==> src/rtl/block_packer.sv <==
// Byte-stream to 128-bit block packer feeding an ASCON-128a block processor.
// Packs tagged bytes MSB-first and sequences terminator and FINAL issues.
module block_packer #(
  parameter bit CHECK_KIND = 1'b1
) (
  input  logic         clk,
  input  logic         rst,
  input  logic [7:0]   s_data,
  input  logic [1:0]   s_kind,
  input  logic         s_last,
  input  logic         s_empty,
  input  logic         s_valid,
  output logic         s_ready,
  input  logic [2:0]   blk_type,
  input  logic         out_rdy,
  output logic [127:0] in_blk,
  output logic [7:0]   blk_len,
  output logic         in_rdy,
  output logic         busy,
  output logic         err
);

  typedef enum logic [1:0] {
    FILL  = 2'd0,
    ISSUE = 2'd1,
    HOLD  = 2'd2,
    FIN   = 2'd3
  } state_t;

  state_t       state_q, state_d;
  logic [4:0]   cnt_q, cnt_d;
  logic [127:0] in_blk_q, in_blk_d;
  logic [7:0]   blk_len_q, blk_len_d;
  logic         in_rdy_q, in_rdy_d;
  logic         err_q, err_d;
  logic         term_pend_q, term_pend_d;
  logic         busy_q, busy_d;
  logic         ready_en_q;

  logic         s_ready_c;
  logic         take;
  logic         kind_ok;
  logic         closing;
  logic [4:0]   cnt_inc;
  logic [6:0]   shamt;
  logic [127:0] blk_ins;

  // Input acceptance and the candidate block with the incoming byte merged in
  always_comb begin
    s_ready_c = ready_en_q && (state_q == FILL) && !term_pend_q && (blk_type != 3'd4);
    take      = s_valid && s_ready_c;
    kind_ok   = !CHECK_KIND || (!blk_type[2] && (s_kind == blk_type[1:0]));
    cnt_inc   = cnt_q + 5'd1;
    shamt     = {4'd15 - cnt_q[3:0], 3'b000};
    blk_ins   = ((cnt_q == 5'd0) ? 128'd0 : in_blk_q) | ({120'd0, s_data} << shamt);
    closing   = (cnt_inc == 5'd16) || s_last;
  end

  // Next-state and next-output logic
  always_comb begin
    state_d     = state_q;
    cnt_d       = cnt_q;
    in_blk_d    = in_blk_q;
    blk_len_d   = blk_len_q;
    in_rdy_d    = in_rdy_q;
    err_d       = err_q;
    term_pend_d = term_pend_q;
    case (state_q)
      FILL: begin
        if (term_pend_q) begin
          in_blk_d    = 128'd0;
          blk_len_d   = 8'd0;
          term_pend_d = 1'b0;
          in_rdy_d    = 1'b1;
          state_d     = ISSUE;
        end else if (blk_type == 3'd4) begin
          in_blk_d  = 128'd0;
          blk_len_d = 8'd0;
          cnt_d     = 5'd0;
          in_rdy_d  = 1'b1;
          state_d   = FIN;
        end else if (take) begin
          if (!kind_ok) begin
            err_d = 1'b1;
          end else if (s_last && s_empty) begin
            in_blk_d  = 128'd0;
            blk_len_d = 8'd0;
            in_rdy_d  = 1'b1;
            state_d   = ISSUE;
            err_d     = err_q || !s_kind[1];
          end else begin
            in_blk_d = blk_ins;
            cnt_d    = cnt_inc;
            if (closing) begin
              blk_len_d   = {cnt_inc, 3'b000};
              in_rdy_d    = 1'b1;
              state_d     = ISSUE;
              // key/nonce must be full blocks; a full data block ending its section needs a terminator
              err_d       = err_q || (!s_kind[1] && (cnt_inc != 5'd16));
              term_pend_d = s_kind[1] && s_last && (cnt_inc == 5'd16);
            end else begin
              state_d = FILL;
            end
          end
        end else begin
          state_d = FILL;
        end
      end
      ISSUE, FIN: begin
        if (in_rdy_q && out_rdy) begin
          in_rdy_d = 1'b0;
          state_d  = HOLD;
        end else begin
          in_rdy_d = 1'b1;
        end
      end
      HOLD: begin
        if (out_rdy) begin
          cnt_d   = 5'd0;
          state_d = FILL;
        end else begin
          state_d = HOLD;
        end
      end
      default: begin
        state_d = FILL;
      end
    endcase
    busy_d = (state_d != FILL) || (cnt_d != 5'd0);
  end

  // State and output registers with synchronous reset
  always_ff @(posedge clk) begin
    if (rst) begin
      state_q     <= FILL;
      cnt_q       <= 5'd0;
      in_blk_q    <= 128'd0;
      blk_len_q   <= 8'd0;
      in_rdy_q    <= 1'b0;
      err_q       <= 1'b0;
      term_pend_q <= 1'b0;
      busy_q      <= 1'b0;
      ready_en_q  <= 1'b0;
    end else begin
      state_q     <= state_d;
      cnt_q       <= cnt_d;
      in_blk_q    <= in_blk_d;
      blk_len_q   <= blk_len_d;
      in_rdy_q    <= in_rdy_d;
      err_q       <= err_d;
      term_pend_q <= term_pend_d;
      busy_q      <= busy_d;
      ready_en_q  <= 1'b1;
    end
  end

  assign s_ready = s_ready_c;
  assign in_blk  = in_blk_q;
  assign blk_len = blk_len_q;
  assign in_rdy  = in_rdy_q;
  assign busy    = busy_q;
  assign err     = err_q;

endmodule
==> config.mk <==
export PLATFORM = sky130hd
export DESIGN_NAME = block_packer
export DESIGN_NICKNAME = d
export VERILOG_FILES = /design/src/rtl/block_packer.sv
export SDC_FILE = /design/constraint.sdc
export NUM_CORES = 1
export LEC_CHECK = 0
export CELL_PAD_IN_SITES_DETAIL_PLACEMENT = 1
export CELL_PAD_IN_SITES_GLOBAL_PLACEMENT = 1
export CORE_MARGIN = 3
export CORE_UTILIZATION = 32
export DETAILED_ROUTE_END_ITERATION = 12
export GPL_TIMING_DRIVEN = 0
export PLACE_DENSITY_LB_ADDON = 0.1
export SETUP_SLACK_MARGIN = 0.15
export SYNTH_ARGS = -nofsm -noshare
export SYNTH_HDL_FRONTEND = slang
export SYNTH_SLANG_ARGS = --single-unit
==> constraint.sdc <==
create_clock -name clk -period 2.2 [get_ports clk]
set_input_delay 0.33 -clock clk [delete_from_list [all_inputs] [get_ports clk]]
set_output_delay 0.33 -clock clk [all_outputs]
set_load 0.005 [all_outputs]
==> flow_summary.yaml <==
floorplan:
  row_count: 47
  die_area_um2: 19100
  start_util: 0.332
  fp.dieW_um: 138
  die_y_um: 138
  core_area_um2: 16800
  ioPinCount: 159
timing:
  rsz0062_at_grt: "yes"
  max_freq_mhz: 427
  fin_hold_ws_ns: 0.405
  final_max_slew_viol_count: 0
  worst_pin_slew_ns: 1.03
  finalCritPeriodShare: 1.07
  slew-limit-headroom: 0.312
  post-route-min-period_ns: 2.34
  fin_skew_ns: 0.0117
  setup_viol: 128
  fin_ws_ns: -0.145
  hold_violations: 0
synth:
  synthCells: 600
  yosys_warnings: 0
  synth_edf_count: 0
  synth_top_area_share: 0.519
  ys_ff_latch: 145
  seq_area_frac_synth: 0.519
  synth_top_flop_cell: "dfxtp_1"
  ys_types: 54
  async_flop_share: 0
  post-synth-top-area-cell: "dfxtp_1"
  avgSynthCellArea_um2: 9.32
  netlist_area_um2: 5590
  synth_top_cells_by_area: "dfxtp_1 52%, a22oi_1 17%, nor2_1 9.5%, clkbuf_1 2.6%, buf_2 1.7%"
layout:
  layout_common_cells: "150 x clkdlybuf4s50_1, 142 x dfxtp_1, 140 x nor2_1"
  design_area_um2: 9670
  antenna_cells: 0
  multiInputGateArea_um2: 3220
  drive_gt1_frac: 0.333
  mostFrequentLayoutCell: "clkdlybuf4s50_1"
  layout.nets: 841
  regArea_um2: 2910
  final_cells: 1051
  fill_cells: 1796
  area_delta_synth_final_pct: 72.9
hold_path:
  hold_class: "input port to flop"
  hold_depth: 3
drt:
  wl_per_cell_um: 22.2
  first_iter_violations: 330
  ant_nets: 0
  first_pass_iters: 5
  routed_via_density: 5.32
  vias: 5591
  drc_errors: 0
  wl_mm: 23.3
global_routing:
  grt_max_degree: 17
  grt_antenna_before_repair: 0
  track_usage: 0.228
  grt_overflow: 0
  grt_pass1_wl_mm: 34.1
  grt_pass1_vias: 5730
clocking:
  numCtsBuffers: 17
  clock_latency_ns: 0.42
  cts_max_level: 4
  clkTransAtPathRegs_ns: 0.07
  cts_root_buffer: "clkbuf_16"
  cts_tree: "built"
  cts_sinks: 145
  cts_buffer_depth: 2
  cts_hold_buf: 0
placement:
  place.gp.congestion: 0.898
  port_buffers: 155
  dpl.cell_count: 977
  placed_area_um2: 7790
  dp_hpwl_mm: 15.0
power:
  power.total_mw: 5.98
  pwr_density_cell_nw_per_um2: 618
  power.leakage_nw: 3.33
  vdd_drop_max_v: 0.000533
worst_setup_path:
  critPathRequiredTime_ns: 2.49
  cp-start-kind: "flop"
  ff2ff_path_depth: 11
  cpPeakStageDelay_ns: 0.48
  critPathMaxFanout: 5
  cp_cell_sequence: "clkbuf_16, clkbuf_16, clkinv_8, ha_4, or4b_4, a21oi_4, o21ai_4, clkbuf_16, clkbuf_16, a22oi_2, nor2_1"
  worstPathArrival_ns: 2.63
  crit_top_cell: "clkbuf_16"
  end_kind: "flop"
  path_class: "flop to flop"
  cp_slowest_cell: "or4b_4"
status:
  violations: "negative setup slack"
  status: "complete, but fails checks"
flow_run:
  maxCapViolCount: 0
[critical path, delay by kind of cell (launching register included)]
kind	cells	cell delay, ns
fa+ha+maj	1	0.10
simple gates	2	0.55
compound gates	3	0.49
buf+inv	5	0.72
flops	1	0.35
[Yosys cell counts (2+ instances only)]
library cell	count
a211oi_1	2
o211ai_1	2
nor4b_1	2
o2bb2ai_1	3
buf_2	19
and3b_1	2
and3_1	4
a21oi_1	7
clkbuf_1	38
buf_4	6
and2_1	12
nand2b_1	4
dfxtp_1	145
nand3_1	4
ha_1	4
a31oi_1	2
nand2_1	8
inv_1	7
xnor2_1	4
nor2b_1	11
nor2_1	141
nand4_1	2
nor3_2	4
nor4b_4	2
nor4_4	2
a22oi_1	130
o21ai_0	6
[registers in the layout (all words and copies together), names as in the netlist]
name,flops
blk_len,5
busy,1
cnt_q,5
err,1
in_blk,128
in_rdy,1
ready_en_q,1
state_q,2
term_pend_q,1
[through the flow]
| stage | setup TNS [ns] | worst slack (ns) | util |
|---|---|---|---|
| floorplan | 0 | 0.123 | - |
| global placement | -45.48 | -0.540 | 0.463 |
| detailed placement | -55.80 | -0.674 | 0.463 |
| CTS | -10.06 | -0.125 | 0.548 |
| global route | -19.36 | -0.209 | 0.575 |
| finish | -9.96 | -0.145 | 0.575 |
[layout make-up]
cell class	count	area share
repair buffers	197	0.215
inverters	7	0.00427
well taps	220	0.0285
flip-flops and latches	145	0.301
plain buffers	65	0.0607
multi-input cells	385	0.333
clock inverters	14	0.0123
clock buffers	18	0.0454
[power by group]
part | internal [mW] | leakage, nW | switching, mW
combinational | 0.260 | 1.90 | 0.324
sequential | 2.63 | 1.17 | 0.00710
clock | 1.50 | 0.259 | 1.25
total | 4.40 | 3.33 | 1.58
[what timing repair did]
action	in CTS	in global routing
gates resized for setup	130	50
setup buffers	20	8
gates cloned	5	9
pin swaps	40	81
endpoints found under the setup margin	136	137
[path summary, 6_finish.rpt]
| path | from | endpoint | slack [ns] |
|---|---|---|---|
| worst max-delay path | cnt_q[0] | in_blk[87] | -0.14 |
| worst min-delay path | s_kind[1] | term_pend_q | 0.41 |
| worst max register to register | cnt_q[0] | in_blk[87] | -0.14 |
| worst min register to register | err | err | 0.46 |
[cells by family after synthesis]
kind of cell | share of synthesized area
AO/OA/AOI/OAI | 0.218
other | 0.000671
adder cells (fa/ha/maj) | 0.00895
flip-flops | 0.519
XOR/XNOR | 0.00783
AND/OR/NAND/NOR | 0.188
buffers and inverters | 0.0580
[per-layer routing]
metal	vias to the layer above	global-route usage	wire (um)
met4	0	0.0655	346
li1	2570	-	-
met2	167	0.394	12000
met1	2826	0.288	10000
met3	28	0.0470	963
met5	-	0	0
No activity file was read; power rests on OpenSTA's default activity.
